File: src/rtl/loader_pkg.sv
// Shared types and constants for the CPU program loader.
package loader_pkg;
    typedef enum logic [2:0] {
        IDLE     = 3'd0,
        PRE_RST  = 3'd1,
        BURST    = 3'd2,
        POST_RST = 3'd3,
        RUN      = 3'd4
    } loaderStateT;

    localparam int          BYTES_PER_WORD = 4;
    localparam logic [31:0] PAD_WORD       = 32'h0;
endpackage

File: src/rtl/loader_fifo.sv
// Instruction word FIFO with registered read data and async clear.
module loader_fifo
    import loader_pkg::*;
#(
    parameter int DEPTH = 32,
    parameter int AW    = 5
) (
    input  logic          clk,
    input  logic          Reset,
    input  logic          push,
    input  logic          pop,
    input  logic [31:0]   pushData,
    output logic [31:0]   rdData,
    output logic [AW:0]   count,
    output logic          full,
    output logic          empty
);
    logic [31:0]   mem [DEPTH];
    logic [AW-1:0] wrPtr, rdPtr;
    logic          doPush, doPop;

    assign full   = (count == (AW+1)'(DEPTH));
    assign empty  = (count == '0);
    assign doPush = push && !full;
    assign doPop  = pop && !empty;

    always_ff @(posedge clk) begin
        if (doPush) mem[wrPtr] <= pushData;
    end

    // rdData carries the popped word for exactly one cycle and is NOP otherwise,
    // so it can drive the CPU instruction bus directly.
    always_ff @(posedge clk or posedge Reset) begin
        if (Reset) begin
            wrPtr  <= '0;
            rdPtr  <= '0;
            count  <= '0;
            rdData <= PAD_WORD;
        end else begin
            if (doPush) wrPtr <= wrPtr + 1'b1;
            if (doPop)  rdPtr <= rdPtr + 1'b1;
            rdData <= doPop ? mem[rdPtr] : PAD_WORD;
            case ({doPush, doPop})
                2'b10:   count <= count + 1'b1;
                2'b01:   count <= count - 1'b1;
                default: count <= count;
            endcase
        end
    end
endmodule

File: src/rtl/program_loader.sv
// Packs a byte stream into instruction words and bursts them into the CPU
// between two reset pulses.
module program_loader
    import loader_pkg::*;
#(
    parameter int DEPTH = 32,
    parameter int AW    = 5
) (
    input  logic          clk,
    input  logic          Reset,
    input  logic          byte_valid,
    input  logic [7:0]    byte_data,
    output logic          byte_ready,
    input  logic          load_go,
    output logic          cpu_reset,
    output logic          LoadInstructions,
    output logic [31:0]   Instruction,
    output logic [AW:0]   word_count,
    output logic          busy
);
    loaderStateT state, nextState;
    logic [1:0]  byteIdx, nextIdx;
    logic [31:0] wordBuf, mergedWord;
    logic        acceptPhase, accept, goNow, push, pop, fifoFull, fifoEmpty;

    assign acceptPhase = (state == IDLE) || (state == RUN);
    assign byte_ready  = !Reset && acceptPhase && !fifoFull;
    assign accept      = byte_valid && byte_ready;
    assign goNow       = load_go && acceptPhase;
    assign nextIdx     = byteIdx + {1'b0, accept};

    always_comb begin
        mergedWord = wordBuf;
        if (accept) begin
            case (byteIdx)
                2'd0:    mergedWord[31:24] = byte_data;
                2'd1:    mergedWord[23:16] = byte_data;
                2'd2:    mergedWord[15:8]  = byte_data;
                default: mergedWord[7:0]   = byte_data;
            endcase
        end
    end

    // A full word pushes on its last byte; a partial word (unfilled lanes
    // already zero) pushes on load_go unless the FIFO has no room.
    assign push = (accept && byteIdx == 2'(BYTES_PER_WORD - 1))
               || (goNow && nextIdx != 2'd0 && !fifoFull);

    always_comb begin
        nextState = state;
        case (state)
            IDLE, RUN: if (load_go) nextState = PRE_RST;
            PRE_RST:   nextState = fifoEmpty ? POST_RST : BURST;
            BURST:     if (fifoEmpty) nextState = POST_RST;
            POST_RST:  nextState = RUN;
            default:   nextState = IDLE;
        endcase
    end

    // Popping on entry to each BURST cycle lands the word in the registered
    // read port exactly while LoadInstructions is high.
    assign pop = (nextState == BURST);

    always_ff @(posedge clk or posedge Reset) begin
        if (Reset) begin
            state            <= IDLE;
            byteIdx          <= '0;
            wordBuf          <= PAD_WORD;
            cpu_reset        <= 1'b1;
            LoadInstructions <= 1'b0;
            busy             <= 1'b0;
        end else begin
            state <= nextState;
            if (push || goNow) begin
                byteIdx <= '0;
                wordBuf <= PAD_WORD;
            end else if (accept) begin
                byteIdx <= nextIdx;
                wordBuf <= mergedWord;
            end
            cpu_reset        <= !(nextState == BURST || nextState == RUN);
            LoadInstructions <= (nextState == BURST);
            busy             <= (nextState == PRE_RST) || (nextState == BURST)
                             || (nextState == POST_RST);
        end
    end

    loader_fifo #(.DEPTH(DEPTH), .AW(AW)) fifo (
        .clk      (clk),
        .Reset    (Reset),
        .push     (push),
        .pop      (pop),
        .pushData (mergedWord),
        .rdData   (Instruction),
        .count    (word_count),
        .full     (fifoFull),
        .empty    (fifoEmpty)
    );
endmodule
File: config.mk
export PLATFORM = sky130hd
export DESIGN_NAME = program_loader
export DESIGN_NICKNAME = d
export VERILOG_FILES = /design/src/rtl/loader_pkg.sv /design/src/rtl/loader_fifo.sv /design/src/rtl/program_loader.sv
export SDC_FILE = /design/constraint.sdc
export NUM_CORES = 1
export LEC_CHECK = 0
export ABC_AREA = 1
export CORE_MARGIN = 1.5
export CORE_UTILIZATION = 45
export DETAILED_ROUTE_END_ITERATION = 8
export GPL_TIMING_DRIVEN = 1
export MAX_ROUTING_LAYER = met4
export PLACE_DENSITY = 0.58
export SLEW_MARGIN = 10
export SYNTH_ARGS = -nofsm -noshare
export SYNTH_HDL_FRONTEND = slang
export SYNTH_SLANG_ARGS = --single-unit
File: constraint.sdc
create_clock -name clk -period 6 [get_ports clk]
set_input_delay 0.9 -clock clk [delete_from_list [all_inputs] [get_ports clk]]
set_output_delay 0.9 -clock clk [all_outputs]
set_load 0.1 [all_outputs]
Yosys cells after proc, flatten, opt, wreduce, memory -nomap -nowiden. Memories as Yosys holds them, arrays and structs flattened. Index checks and enable logic that the tools add are counted.

RAM bits: 1024. Input bits: 12. Memories kept: 1. Output and inout bits: 42. Word-level logic and storage cells: 74. Bits in read-only memories: 0. Latch bits: 0. Register bits: 88.

Shift-type cells: 0. Add/subtract/negate cells: 5. Div/mod/pow operators: 0. $lt $le $gt $ge: 0. $mul: 0. Eq/ne operators: 14. Reductions and logical operators: 27. Bitwise logic cells: 0. Mux-type cells: 17.

Memory list: fifo.mem (depth 32, bits a word 32, rd ports 1, clocked after memory_dff 0, write ports 1, RTL line loader_fifo.sv:18) `logic [31:0] mem [DEPTH];`.

Operators by type and width (number): $mux W32 (4); $mux W8 (4); $eq A3 B2 Y1 const B (4); $pmux W3 S4 (1); $pmux W6 S2 (1); $add A5 B1 Y5 const B (2); $logic_and A1 B1 Y1 (9); $add A6 B1 Y6 const B (1); $eq A2 B2 Y1 const B (3); $eq A3 B1 Y1 const B (2); $eq A3 B3 Y1 const B (2); $eq A6 B6 Y1 const B (1); $logic_not A6 Y1 (1); $logic_or A1 B1 Y1 (6); $mux W3 (2); $reduce_bool A2 Y1 (3); $sub A6 B1 Y6 const B (1); $eq A2 B1 Y1 const B (2); $logic_not A1 Y1 (4); $mux W2 (2); $logic_not A3 Y1 (1); $mux W1 (3); $reduce_or A3 Y1 (1); $add A2 B1 Y2 (1); 2 further kinds (2).

Logic depth before layout (Yosys ltp). Gate-level depths: netlist of the first run.

Depth after elaboration: 13. Mapped depth: 24. Gate-level depth less buffers: 22.

Cells and area by module. A second synthesis of the first run with hierarchy kept.

Cells, all modules: 4301. Area, all modules: 46253.1 µm².

By module, submodules not included: loader_fifo (area an instance 43893.3 µm², instances 1, cells each 3937); program_loader (area an instance 2359.8 µm², instances 1, cells each 364).

Least setup slack after synthesis of the first run. No wires, ideal clock.

Path type: register to register. Start point: register fifo.count[4]. End point: memory fifo.mem[31][0] (enable). Arrival: 4503 ps. Period minus slack after synthesis: 4964 ps. Buffers on the path: 1. Library setup time: 461 ps. Slack: 1036 ps. Required time: 5539 ps. Stages on the path, launching flop included: 13. Cells stage by stage: dfrtp_1 inv_1 nand4_2 nand3_2 inv_1 ha_1 xnor2_1 nand2_1 nand3_1 nand2_1 buf_4 inv_2 nor3_1.

Longest elaborated chain between the ends: 12.

Ends and longest elaborated chain: start, declared (RTL line loader_fifo.sv:14) `output logic [AW:0] count,`; start signal, assigned (RTL line loader_fifo.sv:44) `2'b10: count <= count + 1'b1;`; start signal, assigned (RTL line loader_fifo.sv:45) `2'b01: count <= count - 1'b1;`; start signal, assigned (RTL line loader_fifo.sv:46) `default: count <= count;`; $eq A6 B6 Y1 (*) (RTL line loader_fifo.sv:22) `assign full = (count == (AW+1)'(DEPTH));`; $logic_not A1 Y1 (*) (RTL line loader_fifo.sv:24, program_loader.sv:27, program_loader.sv:47); $logic_and A1 B1 Y1 (RTL line program_loader.sv:27) `assign byte_ready = !Reset && acceptPhase && !fifoFull;`; $logic_and A1 B1 Y1 (RTL line program_loader.sv:28) `assign accept = byte_valid && byte_ready;`; $add A2 B1 Y2 (RTL line program_loader.sv:30) `assign nextIdx = byteIdx + {1'b0, accept};`; $reduce_bool A2 Y1 (RTL line program_loader.sv:47) `|| (goNow && nextIdx != 2'd0 && !fifoFull);`; $logic_and A1 B1 Y1 (2 in a row) (RTL line program_loader.sv:47); $logic_or A1 B1 Y1 (RTL line program_loader.sv:47); $logic_and A1 B1 Y1 (*) (RTL line loader_fifo.sv:24) `assign doPush = push && !full;`; $mux W1 (*) (RTL line loader_fifo.sv:28) `if (doPush) mem[wrPtr] <= pushData;`; $mux W1 (not written as such) (*) (RTL line loader_fifo.sv:28); end, declared (RTL line loader_fifo.sv:18).

Every way passes the cells marked *; elsewhere a longest branch is shown, timed or not.

Worst setup path after layout of the first run.
Start point: register fifo.count[2]. End point: memory fifo.mem[15][15] (enable).

Same word-level chain as after synthesis.

==> flow_summary.json, run 1 <==
{
  "ys_types": 33,
  "tns_ns": 0,
  "drt-total-wl_um": 121000,
  "fillers": 8655,
  "path_clk_slew_ns": 0.06,
  "io_pins": 54,
  "ys_ff_latch": 1112,
  "fmax_mhz": 239,
  "drt-initial-drc-count": 3291,
  "path_class": "reg -> reg",
  "critical-path-max-stage-delay_ns": 0.65,
  "final_cell_mix": "nand2_1 (1523), edfxtp_1 (1024), nand3_1 (726), clkbuf_16 (114), inv_1 (93)",
  "die_w_um": 320,
  "cts_setup_buffers": 0,
  "syn-cell-area_um2": 45200,
  "critPathMostFrequentCell": "nand2_1",
  "crit_buf_inv": 3,
  "grt_pass1_vias": 27800,
  "worstPathRequired_ns": 6.33,
  "fin_hold_ws_ns": 0.490,
  "grt_util_met3": 0.0343,
  "hold_end": "wordBuf[5]",
  "drc": 0,
  "grt_pass1_wl_um": 181000,
  "dr.pass1.iters": 8,
  "max-vdd-ir-drop_v": 0.000391,
  "vias": 29000,
  "reg2reg_setup_slack_ns": 1.81,
  "htreeDepth": 3,
  "hold_path_class": "reg -> reg",
  "clock_skew_ns": 0.0315,
  "regToRegEndpoint": "fifo.mem[15][15]",
  "rsz0062_at_grt": "no",
  "r2r_cells": 13,
  "layout_commonest_cell": "nand2_1",
  "start_util": 0.453,
  "dp_cells": 5154,
  "top_usage_layer": "met2",
  "rr_startpoint": "fifo.count[2]",
  "dieArea_um2": 102000,
  "final_cell_area_um2": 50800,
  "hold_violations": 0,
  "cts_root_buf": "clkbuf_16",
  "crit_chain": "nor2_1 > nand4_2 > nand3_2 > buf_4 > inv_1 > ha_1 > xnor2_1 > nand2_1 > nand3_1 > nand2_1 > nand2_1 > nor2_4 > buf_4",
  "cts_buffer_depth": 3,
  "outcome": "completed",
  "syn_inst": 3946,
  "grt_max_degree": 224,
  "io_buffer_count": 53,
  "start_kind": "register",
  "row_count": 116,
  "cp_data_arrival_time_ns": 4.52,
  "hpwl_um": 67500,
  "cp-end-kind": "register",
  "setup_viol": 0,
  "via_per_inst": 5.40,
  "min-delay-start": "wordBuf[5]",
  "cts_buffers": 112,
  "clkSinkCount": 1112,
  "synth_fp_nets": 3967,
  "clk_latency_ns": 0.71,
  "min_period_ns": 4.19,
  "area_growth_pct": 12.4,
  "crit_path_top_delay_cell": "nand2_1",
  "cap_viol_max_count": 0,
  "worstHoldPathCells": 2,
  "met1_usage": 0.353,
  "gr-total-overflow": 0,
  "relSlewSlack": 0.269,
  "worst_pin_slew_ns": 1.09,
  "cts_resized": 0,
  "grtUsageMet2": 0.366,
  "finalNonFillerCells": 5363,
  "syn_avg_cell_area_um2": 11.5,
  "ys_seq_area_frac": 0.728,
  "wl_per_cell_um": 22.6,
  "crit_path_max_fanout": 28,
  "p_per_area_nw_per_um2": 508,
  "final_layout_size_suffix_gt1_frac": 0.0807,
  "cp_top_family": "simple AND/OR/NAND/NOR gates",
  "holdBufCountCts": 0,
  "cts_tree": "done",
  "total_power_mw": 25.8,
  "core_area_um2": 99900,
  "nNetsFinal": 3991,
  "ys.warnings.count": 0,
  "grt_antenna_before_repair": 4,
  "place.gp.congestion": 0.834,
  "leakagePower_nw": 19.3,
  "drtAntennaViolNets": 0,
  "drv_slew": 0,
  "post_dp_cell_area_um2": 47200,
  "grt_usage": 0.244,
  "period_share": 0.698,
  "dieHeight_um": 320
}
==> flip-flops by register name (all words and copies together) (netlist names) <==
name / flops
LoadInstructions: 1
busy: 1
byteIdx: 2
cpu_reset: 1
fifo.count: 6
fifo.mem: 1024
fifo.rdData: 32
fifo.rdPtr: 5
fifo.wrPtr: 5
state: 3
wordBuf: 32
==> worst max-delay path by stage <==
stage	startpoint	end	slack [ns]	depth (start not counted)
4_1_cts	fifo.count[1]	fifo.mem[15][1]	1.81	13
3_5_place_dp	Reset	fifo.mem[15][30]	1.15	13
6_report	fifo.count[2]	fifo.mem[15][15]	1.81	13
2_1_floorplan	fifo.count[4]	fifo.mem[31][0]	1.04	12
5_1_grt	fifo.count[1]	fifo.mem[15][1]	1.49	13
3_3_place_gp	Reset	fifo.mem[23][20]	1.20	13
==> logic make-up after synthesis <==
family / count (synthesis) / synth area share
fa+ha+maj: 9 / 0.00249
simple gates: 2365 / 0.218
buf+inv: 350 / 0.0379
xor+xnor: 10 / 0.00194
flops: 1112 / 0.728
compound gates: 100 / 0.0112
==> tightest hold or removal path: cells and delay by family, from the launching register on <==
| family | cells | cell delay [ns] |
|---|---|---|
| buffers and inverters | 1 | 0.04 |
| flip-flops | 1 | 0.32 |
| AND/OR/NAND/NOR | 1 | 0.09 |
==> stage by stage <==
step / worst slack (ns) / utilization
finish: 1.81 / 0.509
global route: 1.49 / 0.509
CTS: 1.81 / 0.509
detailed placement: 1.15 / 0.472
global placement: 1.20 / 0.472
floorplan: 1.04 / -
==> cell usage after synthesis (all sizes together) <==
cell / n / area (um2)
a21o: 2 / 15.0
a21oi: 52 / 260
buf: 198 / 1140
clkbuf: 27 / 103
dfrtp: 87 / 2180
dfstp: 1 / 26.3
edfxtp: 1024 / 30700
ha: 9 / 113
inv: 125 / 472
nand2: 1536 / 5770
nand3: 729 / 3660
nand4: 5 / 52.6
nor2: 92 / 360
nor3: 1 / 5.00
nor3b: 1 / 7.51
o21ai: 45 / 225
o31ai: 1 / 7.51
or2: 1 / 6.26
xnor2: 4 / 35.0
xor2: 6 / 52.6
==> layout make-up <==
cell class	instances	area, um2	area share
Multi-Input combinational cell	2484	10800	0.213
Clock buffer	159	3130	0.0616
Timing Repair Buffer	135	1230	0.0243
Tap cell	1298	1620	0.0319
Antenna cell	1	2.50	0.0000492
Sequential cell	1112	33000	0.648
Inverter	125	499	0.00982
Clock inverter	49	537	0.0106
==> metal layers <==
layer	share of wire	vias to the layer above	routed length (um)
li1	-	13600	-
met2	0.46	1022	55700
met3	0.068	165	8280
met1	0.45	14200	54200
met5	0	-	0
met4	0.023	0	2830
==> power breakdown <==
part / total, mW / switching, mW / internal, mW
clock: 6.98 / 2.92 / 4.06
combinational: 9.25 / 7.09 / 2.16
sequential: 9.59 / 0.276 / 9.31
total: 25.8 / 10.3 / 15.5
Power figures use the tool's default switching activity.
==> run 2, diff against run 1 <==
==> constraint.sdc (replaced) <==
create_clock -name clk -period 3.9 [get_ports clk]
set_input_delay 0.585 -clock clk [delete_from_list [all_inputs] [get_ports clk]]
set_output_delay 0.585 -clock clk [all_outputs]
set_load 0.1 [all_outputs]
==> flow_summary.json, run 2 (same netlist as run 1, synthesis figures left out) <==
{
  "outcome": "completed",
  "cts_resized": 0,
  "core_area_um2": 99900,
  "fillers": 8689,
  "wl_per_cell_um": 22.4,
  "total_power_mw": 40.1,
  "gr-total-overflow": 0,
  "largest_reg_flops": 1024,
  "leakagePower_nw": 19.8,
  "cts_root_buf": "clkbuf_16",
  "crit_path_max_fanout": 8,
  "largestRegisters": "fifo.mem (1024), fifo.rdData (32), wordBuf (32)",
  "cts_tree": "done",
  "p_per_area_nw_per_um2": 778,
  "area_growth_pct": 13.8,
  "grt_antenna_before_repair": 2,
  "fin_ws_ns": 0.624,
  "diodes": 0,
  "grt_pass1_wl_um": 180000,
  "row_count": 116,
  "drt-initial-drc-count": 3265,
  "worst_pin_slew_ns": 1.08,
  "seqCellArea_um2": 33000,
  "dieHeight_um": 320,
  "layout_commonest_cell": "nand2_1",
  "final_cell_mix": "nand2_1 (1534), edfxtp_1 (1024), nand3_1 (726), clkbuf_16 (116), buf_4 (113)",
  "cts_buffers": 114,
  "via_per_inst": 5.38,
  "drt-total-wl_um": 121000,
  "start_util": 0.453,
  "die_w_um": 320,
  "cp-end-kind": "register",
  "fmax_mhz": 305,
  "max-vdd-ir-drop_v": 0.000681,
  "drv_slew": 0,
  "relSlewSlack": 0.277,
  "nNetsFinal": 4048,
  "grt_max_degree": 199,
  "finalNonFillerCells": 5420,
  "multi_input_area_um2": 10800,
  "final_layout_size_suffix_gt1_frac": 0.0915,
  "htreeDepth": 3,
  "min_period_ns": 3.28,
  "post-place-ws_ns": 0.277,
  "period_share": 0.840,
  "path_class": "reg -> reg",
  "worstPathRequired_ns": 4.45,
  "cap_viol_max_count": 0,
  "io_buffer_count": 53,
  "drtAntennaViolNets": 0,
  "holdBufCountCts": 0,
  "place.gp.congestion": 0.835,
  "top_register": "fifo.mem",
  "path_clk_slew_ns": 0.06,
  "cts_buffer_depth": 3,
  "final_core_util": 0.516,
  "setup_viol": 0,
  "dp_cells": 5209,
  "io_pins": 54,
  "drc": 0,
  "rsz0062_at_grt": "no",
  "cp_data_arrival_time_ns": 3.83,
  "cts_setup_buffers": 0,
  "clk_latency_ns": 0.69,
  "hold_violations": 0,
  "grt_pass1_vias": 27500,
  "vias": 29100,
  "grt_usage": 0.244,
  "clkSinkCount": 1112,
  "hpwl_um": 69800,
  "start_kind": "register",
  "hold_path_class": "reg -> reg",
  "clock_skew_ns": 0.0202,
  "dieArea_um2": 102000,
  "dr.pass1.iters": 5
}
run 2: final timing paths:
| check | start | to | slack [ns] | depth (start not counted) |
|---|---|---|---|---|
| worst min-delay path | wordBuf[3] | wordBuf[3] | 0.49 | 2 |
| worst min register to register | wordBuf[3] | wordBuf[3] | 0.49 | 2 |
| worst max register to register | fifo.count[1] | fifo.count[4] | 0.62 | 19 |
| worst max-delay path | fifo.count[1] | fifo.count[4] | 0.62 | 19 |
| min in group asynchronous | Reset | fifo.rdData[13] | 0.54 | 2 |
| max in group asynchronous | Reset | fifo.rdData[11] | 2.61 | 3 |
run 2: final cells by class:
type	instances	share of cell area
repair buffers	190	0.0363
well taps	1298	0.0315
multi-input cells	2484	0.210
inverters	125	0.00969
flip-flops and latches	1112	0.640
clock inverters	71	0.0132
clock buffers	140	0.0589
run 2: per-stage QoR:
stage / hold slack, ns / area, um2 / setup TNS [ns]
after global placement: 0.471 / 47800 / 0
after detailed placement: 0.479 / 47800 / 0
final: 0.489 / 51500 / 0
after global routing: 0.531 / 51500 / 0
after floorplan: 0.460 / 45300 / -62.10
after CTS: 0.494 / 51500 / 0
run 2: critical path, stage by stage (launching register included):
cell	delay [ns]
dfrtp_1	0.44
nor2_1	0.19
nand4_2	0.23
nand3_2	0.13
inv_1	0.07
ha_1	0.19
xnor2_1	0.19
nand2_1	0.08
nand3_1	0.09
nand2_1	0.11
inv_2	0.11
ha_1	0.34
nor2_1	0.08
nor2_1	0.17
ha_1	0.17
a21o_1	0.11
nand3_1	0.11
a21o_1	0.18
nand3_1	0.05
o21ai_0	0.09
run 2: where the power goes:
group / switching, mW / total, mW / internal (mW)
combinational: 10.9 / 14.5 / 3.61
clock: 4.51 / 10.9 / 6.35
sequential: 0.362 / 14.7 / 14.3
run 2: layer usage:
metal  GRT usage  vias up  wire length [um]
met5           -        -                 0
met2       0.359     1056             54600
met3      0.0472      152              9860
met1       0.355    14200             54600
met4      0.0488        0              2130
li1            -    13700                 -
